==> config.mk <==
export PLATFORM = sky130hd
export DESIGN_NAME = fetch_stage_flat
export DESIGN_NICKNAME = d
export VERILOG_FILES = /design/src/rtl/fetch_pkg.sv /design/src/rtl/fetch_if.sv /design/src/rtl/pc_register.sv /design/src/rtl/fetch_stage.sv /design/src/flat_wrapper.sv
export SDC_FILE = /design/constraint.sdc
export NUM_CORES = 1
export LEC_CHECK = 0
export CAP_MARGIN = 5
export CORE_ASPECT_RATIO = 1.5
export CORE_MARGIN = 3
export CORE_UTILIZATION = 31
export DETAILED_ROUTE_END_ITERATION = 7
export HOLD_SLACK_MARGIN = 0.03
export REMOVE_ABC_BUFFERS = 1
export SYNTH_ARGS = -nofsm -noshare
export SYNTH_HDL_FRONTEND = slang
export SYNTH_SLANG_ARGS = --single-unit
==> constraint.sdc <==
create_clock -name clk -period 5.85 [get_ports clk]
set_clock_uncertainty 0.2 [all_clocks]
set_input_delay 1.17 -clock clk [delete_from_list [all_inputs] [get_ports clk]]
set_output_delay 1.17 -clock clk [all_outputs]
set_load 0.02 [all_outputs]
==> src/rtl/fetch_pkg.sv <==
// Shared constants and the IF/ID record type for the fetch stage.
// The IF/ID record is sized for up to 32-bit addresses and instruction words.
package fetch_pkg;

    localparam logic [31:0] NOP_INSTR            = 32'h0000_0013;
    localparam logic [31:0] RESET_VECTOR_DEFAULT = 32'h0000_0000;

    typedef struct packed {
        logic [31:0] instr;
        logic [31:0] pc;
        logic [31:0] pc_plus4;
        logic        valid;
    } if_id_t;

    localparam if_id_t IF_ID_BUBBLE = '{
        instr:    NOP_INSTR,
        pc:       32'h0000_0000,
        pc_plus4: 32'h0000_0000,
        valid:    1'b0
    };

endpackage

==> src/rtl/fetch_if.sv <==
// Instruction-memory bus between the fetch stage (master) and a combinational memory (slave).
interface fetch_if #(
    parameter int ADDR_WIDTH = 32,
    parameter int DATA_WIDTH = 32
);
    logic [ADDR_WIDTH-1:0] imem_addr;
    logic [DATA_WIDTH-1:0] imem_instr;

    modport master (output imem_addr, input  imem_instr);
    modport slave  (input  imem_addr, output imem_instr);
endinterface

==> src/rtl/pc_register.sv <==
// Program counter flop and next-PC selection: redirect beats stall, otherwise PC+4 (wrapping).
module pc_register #(
    parameter int                    ADDR_WIDTH   = 32,
    parameter logic [ADDR_WIDTH-1:0] RESET_VECTOR = '0
) (
    input  logic                  clk,
    input  logic                  rst_n,
    input  logic                  stall_i,
    input  logic                  redirect_i,
    input  logic [ADDR_WIDTH-1:0] redirect_target_i,
    output logic [ADDR_WIDTH-1:0] pc_o,
    output logic [ADDR_WIDTH-1:0] pc_plus4_o
);

    logic [ADDR_WIDTH-1:0] pc_d;
    logic [ADDR_WIDTH-1:0] pc_q;
    logic [ADDR_WIDTH-1:0] pc_plus4_s;

    // Next-PC selection; redirect targets are forced to word alignment
    always_comb begin
        pc_plus4_s = pc_q + ADDR_WIDTH'(4);
        pc_d       = pc_plus4_s;
        if (redirect_i) begin
            pc_d = {redirect_target_i[ADDR_WIDTH-1:2], 2'b00};
        end else if (stall_i) begin
            pc_d = pc_q;
        end else begin
            pc_d = pc_plus4_s;
        end
    end

    // PC state register
    always_ff @(posedge clk) begin
        if (!rst_n) begin
            pc_q <= RESET_VECTOR;
        end else begin
            pc_q <= pc_d;
        end
    end

    assign pc_o       = pc_q;
    assign pc_plus4_o = pc_plus4_s;

endmodule

==> src/rtl/fetch_stage.sv <==
// Instruction fetch stage: PC, zero-latency imem address, IF/ID pipeline register.
// Define FETCH_PERF_CNT_EN to build in the fetch/stall/flush event counters.
module fetch_stage
    import fetch_pkg::*;
#(
    parameter int                    ADDR_WIDTH   = 32,
    parameter int                    DATA_WIDTH   = 32,
    parameter logic [ADDR_WIDTH-1:0] RESET_VECTOR = ADDR_WIDTH'(RESET_VECTOR_DEFAULT)
) (
    input  logic                  clk,
    input  logic                  rst_n,
    input  logic                  stall_i,
    input  logic                  flush_i,
    input  logic                  redirect_i,
    input  logic [ADDR_WIDTH-1:0] redirect_target_i,
    fetch_if.master               imem,
    output logic [DATA_WIDTH-1:0] id_instr_o,
    output logic [ADDR_WIDTH-1:0] id_pc_o,
    output logic [ADDR_WIDTH-1:0] id_pc_plus4_o,
    output logic                  id_valid_o,
    output logic [31:0]           perf_fetch_o,
    output logic [31:0]           perf_stall_o,
    output logic [31:0]           perf_flush_o
);

    logic [ADDR_WIDTH-1:0] pc_s;
    logic [ADDR_WIDTH-1:0] pc_plus4_s;
    logic                  bubble_s;
    logic                  hold_s;
    logic                  capture_s;
    if_id_t                if_id_d;
    if_id_t                if_id_q;

    pc_register #(
        .ADDR_WIDTH   (ADDR_WIDTH),
        .RESET_VECTOR (RESET_VECTOR)
    ) u_pc_register (
        .clk               (clk),
        .rst_n             (rst_n),
        .stall_i           (stall_i),
        .redirect_i        (redirect_i),
        .redirect_target_i (redirect_target_i),
        .pc_o              (pc_s),
        .pc_plus4_o        (pc_plus4_s)
    );

    assign imem.imem_addr = pc_s;

    // IF/ID next value: a redirect squashes the wrong-path word even while stalled
    always_comb begin
        bubble_s  = flush_i | redirect_i;
        hold_s    = stall_i & ~bubble_s;
        capture_s = ~bubble_s & ~stall_i;
        if_id_d   = if_id_q;
        if (bubble_s) begin
            if_id_d = IF_ID_BUBBLE;
        end else if (hold_s) begin
            if_id_d = if_id_q;
        end else begin
            if_id_d.instr    = 32'(imem.imem_instr);
            if_id_d.pc       = 32'(pc_s);
            if_id_d.pc_plus4 = 32'(pc_plus4_s);
            if_id_d.valid    = 1'b1;
        end
    end

    // IF/ID pipeline register
    always_ff @(posedge clk) begin
        if (!rst_n) begin
            if_id_q <= IF_ID_BUBBLE;
        end else begin
            if_id_q <= if_id_d;
        end
    end

    assign id_instr_o    = DATA_WIDTH'(if_id_q.instr);
    assign id_pc_o       = ADDR_WIDTH'(if_id_q.pc);
    assign id_pc_plus4_o = ADDR_WIDTH'(if_id_q.pc_plus4);
    assign id_valid_o    = if_id_q.valid;

`ifdef FETCH_PERF_CNT_EN
    logic [31:0] perf_fetch_d;
    logic [31:0] perf_fetch_q;
    logic [31:0] perf_stall_d;
    logic [31:0] perf_stall_q;
    logic [31:0] perf_flush_d;
    logic [31:0] perf_flush_q;

    // Event counter increments; all three wrap silently at 2^32
    always_comb begin
        perf_fetch_d = perf_fetch_q + {31'd0, capture_s};
        perf_stall_d = perf_stall_q + {31'd0, hold_s};
        perf_flush_d = perf_flush_q + {31'd0, bubble_s};
    end

    // Event counter registers
    always_ff @(posedge clk) begin
        if (!rst_n) begin
            perf_fetch_q <= 32'd0;
            perf_stall_q <= 32'd0;
            perf_flush_q <= 32'd0;
        end else begin
            perf_fetch_q <= perf_fetch_d;
            perf_stall_q <= perf_stall_d;
            perf_flush_q <= perf_flush_d;
        end
    end

    assign perf_fetch_o = perf_fetch_q;
    assign perf_stall_o = perf_stall_q;
    assign perf_flush_o = perf_flush_q;
`else
    logic unused_capture_s;
    assign unused_capture_s = capture_s;
    assign perf_fetch_o = 32'd0;
    assign perf_stall_o = 32'd0;
    assign perf_flush_o = 32'd0;
`endif

endmodule

==> src/flat_wrapper.sv <==
// flat-port wrapper written by rule: the top's interface ports become plain ports
module fetch_stage_flat import fetch_pkg::*;
#(
    parameter int                    ADDR_WIDTH   = 32,
    parameter int                    DATA_WIDTH   = 32,
    parameter logic [ADDR_WIDTH-1:0] RESET_VECTOR = ADDR_WIDTH'(RESET_VECTOR_DEFAULT)
)
  (clk, rst_n, stall_i, flush_i, redirect_i, redirect_target_i, id_instr_o, id_pc_o, id_pc_plus4_o, id_valid_o, perf_fetch_o, perf_stall_o, perf_flush_o, imem_imem_addr, imem_imem_instr);
  fetch_if #(.ADDR_WIDTH(ADDR_WIDTH), .DATA_WIDTH(DATA_WIDTH)) imem_i ();
  input  logic clk;
  input  logic rst_n;
  input  logic stall_i;
  input  logic flush_i;
  input  logic redirect_i;
  input  logic [ADDR_WIDTH-1:0] redirect_target_i;
  output logic [DATA_WIDTH-1:0] id_instr_o;
  output logic [ADDR_WIDTH-1:0] id_pc_o;
  output logic [ADDR_WIDTH-1:0] id_pc_plus4_o;
  output logic id_valid_o;
  output logic [31:0] perf_fetch_o;
  output logic [31:0] perf_stall_o;
  output logic [31:0] perf_flush_o;
  output wire logic [$bits(imem_i.imem_addr)-1:0] imem_imem_addr;
  input wire logic [$bits(imem_i.imem_instr)-1:0] imem_imem_instr;
  assign imem_imem_addr = imem_i.imem_addr;
  assign imem_i.imem_instr = imem_imem_instr;
  fetch_stage #(.ADDR_WIDTH(ADDR_WIDTH), .DATA_WIDTH(DATA_WIDTH), .RESET_VECTOR(RESET_VECTOR)) u_core (.clk(clk), .rst_n(rst_n), .stall_i(stall_i), .flush_i(flush_i), .redirect_i(redirect_i), .redirect_target_i(redirect_target_i), .imem(imem_i), .id_instr_o(id_instr_o), .id_pc_o(id_pc_o), .id_pc_plus4_o(id_pc_plus4_o), .id_valid_o(id_valid_o), .perf_fetch_o(perf_fetch_o), .perf_stall_o(perf_stall_o), .perf_flush_o(perf_flush_o));
endmodule
==> results.json <==
{
  "worstHoldPathCells": 2,
  "dieArea_um2": 21400,
  "synth_top_area_share_pct": 40.4,
  "grt_use_total_pct": 17.2,
  "place_congestion": 0.747,
  "postSynthCellCount": 654,
  "clk_latency_ns": 0.41,
  "ios": 294,
  "synth_seq_area_share_pct": 40.4,
  "synth_ff_type": "dfxtp_1",
  "num_rows": 62,
  "reg2regPathDepth": 4,
  "whs_endpoint": "u_core.id_pc_o[2]",
  "cts_buffer_depth": 2,
  "wirelength_um": 18900,
  "drtIter0Drc": 272,
  "layout.nets": 878,
  "post-synth-top-area-cell": "dfxtp_1",
  "hold_class": "reg2reg",
  "synthArstFlopShare_pct": 0,
  "post-route-util_pct": 43.8,
  "regToRegSetupSlack_ns": 2.87,
  "vias_per_cell": 4.94,
  "dp_hpwl_um": 12400,
  "grt_max_degree": 90,
  "synth-seq-cells": 123,
  "required_ns": 5.95,
  "worstHoldStart": "u_core.id_pc_o[2]",
  "nFillCells": 1839,
  "initial_utilization_pct": 31.7,
  "cts_resized": 0,
  "clk_pin_slew_ns": 0.05,
  "portBuffers": 189,
  "cts_tree": "done",
  "ys.warnings.count": 0,
  "firstDrtPassIters": 4,
  "coreArea_um2": 19200,
  "finalMaxSlewViolations": 0,
  "synth_area_leaders": "dfxtp_1, buf_4, o221a_2",
  "num_vias": 5326,
  "holdBufCountCts": 0,
  "path_cells": "clkdlybuf4s50_1 > inv_1 > buf_4 > nand2_1 > or4_1 > and3_1",
  "drive_gt1_share_pct": 12.9,
  "grt_pass1_vias": 5093,
  "cts_setup_buffers": 0,
  "route.detailed.drc": 0,
  "cts_made_buffers": 17,
  "status": "finished, final reports clean",
  "antenna_found_initial": 2,
  "period_minus_slack_ns": 3.28,
  "slew_headroom_pct": 29.6,
  "htreeDepth": 4,
  "max-vdd-ir-drop_mv": 0.186,
  "wl_per_cell_um": 17.5,
  "timing.fmax_mhz": 305,
  "ant_nets": 0,
  "syn_area_per_cell_um2": 9.31,
  "finalHoldViolCount": 0,
  "clockRootBuffer": "clkbuf_16",
  "maxCapViolCount": 0,
  "rsz0062_at_grt": "no",
  "fin_tns_setup_ns": 0,
  "power_density_nw_per_um2": 293,
  "grt_pass1_wl_um": 29300,
  "critPathBufInv": 3,
  "die_h_um": 178,
  "syn_area_um2": 6090,
  "cp.arrival_ns": 3.39,
  "yosys.cell_types.count": 47,
  "cp_max_fo": 25,
  "p_leak_nw": 3.10,
  "reg2reg_from": "u_core.u_pc_register.pc_o[6]",
  "multi_input_area_um2": 2980,
  "finalCritPeriodShare_pct": 56.1,
  "end_kind": "flip-flop",
  "die_w_um": 120,
  "reg2reg_to": "u_core.u_pc_register.pc_o[30]",
  "mostFrequentLayoutCell": "clkdlybuf4s50_1",
  "crit_path_max_incr_delay_ns": 0.64,
  "final-setup-viol-count": 0,
  "final_cell_mix": "clkdlybuf4s50_1, dfxtp_1, conb_1",
  "cp-start-kind": "input port",
  "worstMarginPinSlew_ns": 1.06,
  "area_growth_pct": 38.2,
  "path_class": "in2reg",
  "regArea_um2": 2460,
  "synth_edf_count": 0,
  "clock_sinks": 123,
  "crit_family": "buffers and inverters",
  "cpMaxStageDelayCell": "inv_1",
  "overflow": 0
}
metal layers:
metal  up-vias  part of all wire [%]  track usage [%]
met1      2516                    40             20.1
met3        15                   6.3             3.51
met5         -                     0                0
li1       2563                     -                -
met4         0                   1.5             5.81
met2       232                    52             31.1
final cells by class:
cell class | instances | share of cell area, %
multi-input cells | 463 | 35.4
flip-flops and latches | 123 | 29.3
repair buffers | 197 | 23.2
clock buffers | 20 | 5.19
well taps | 256 | 3.80
clock inverters | 12 | 2.90
inverters | 6 | 0.268
diodes | 2 | 0.0595
worst max-delay path by stage:
stage                          start                       endpoint  slack [ns]  cells past startpoint
after detailed placement  redirect_i  u_core.u_pc_register.pc_o[30]        2.14                      6
after global placement    redirect_i  u_core.u_pc_register.pc_o[30]        2.11                      6
final                     redirect_i  u_core.u_pc_register.pc_o[30]        2.57                      6
after global routing      redirect_i  u_core.u_pc_register.pc_o[30]        2.39                      6
after CTS                 redirect_i  u_core.u_pc_register.pc_o[30]        2.53                      6
after floorplan           redirect_i       u_core.id_pc_plus4_o[25]        2.40                      4
Yosys cell counts, types with 2 or more instances:
cell type / n
a31oi_1: 21
o21ai_0: 58
nor4_1: 9
or4_1: 15
nand3_1: 11
o31ai_1: 11
and4_1: 10
a311oi_1: 2
and3_1: 4
buf_1: 7
nor3_1: 19
a211oi_1: 7
and2_1: 2
nand2b_1: 5
a21oi_1: 20
xor2_1: 7
nand4_1: 7
inv_1: 6
a221o_1: 3
nand2_1: 21
nor2_1: 11
o211a_1: 8
or3_1: 14
dfxtp_1: 123
xnor2_1: 16
buf_2: 8
buf_4: 103
clkbuf_1: 44
nor2b_1: 3
o211ai_1: 2
o21a_1: 2
o221a_2: 60
registers in the layout, indices dropped and copies added (netlist names):
name and count:
u_core.id_valid_o 1, u_core.u_pc_register.pc_o 30, u_core.id_pc_o 30, u_core.id_pc_plus4_o 30
u_core.id_instr_o 32
worst reg2reg max path: stages (launching register included):
cell and delay (ns):
dfxtp_1 0.57, nand4_2 0.63, or4_1 0.80, or4_1 0.51, and3_1 0.17
kinds of logic after synthesis:
family / count (synthesis) / synth area share, %
AO/OA/AOI/OAI: 196 / 24.8
XOR/XNOR: 23 / 3.31
adder cells (fa/ha/maj): 1 / 0.205
buffers and inverters: 169 / 17.1
flip-flops: 123 / 40.4
multiplexers: 1 / 0.164
other: 1 / 0.0616
AND/OR/NAND/NOR: 140 / 14.0
report_power, final:
| group | total [mW] | leakage, nW | switching, mW | internal (mW) |
|---|---|---|---|---|
| Sequential | 0.918 | 1.01 | 0.0469 | 0.871 |
| Combinational | 0.319 | 1.77 | 0.185 | 0.134 |
| Clock | 1.23 | 0.324 | 0.390 | 0.841 |
| Total | 2.47 | 3.10 | 0.622 | 1.85 |
stage by stage:
step | setup slack (ns) | total power [mW] | hold WS [ns] | area [µm²] | instances
4_1_cts | 2.53 | 2.50 | 0.261 | 8410 | 1077
3_5_place_dp | 2.14 | 1.26 | 0.252 | 7730 | 1045
3_3_place_gp | 2.11 | 1.25 | 0.243 | 7730 | 1045
2_1_floorplan | 2.40 | 1.09 | 0.335 | 5450 | 592
6_report | 2.57 | 2.47 | 0.259 | 8420 | 1079
5_1_grt | 2.39 | 2.56 | 0.289 | 8420 | 1079
(Power assumes the default switching activity.)
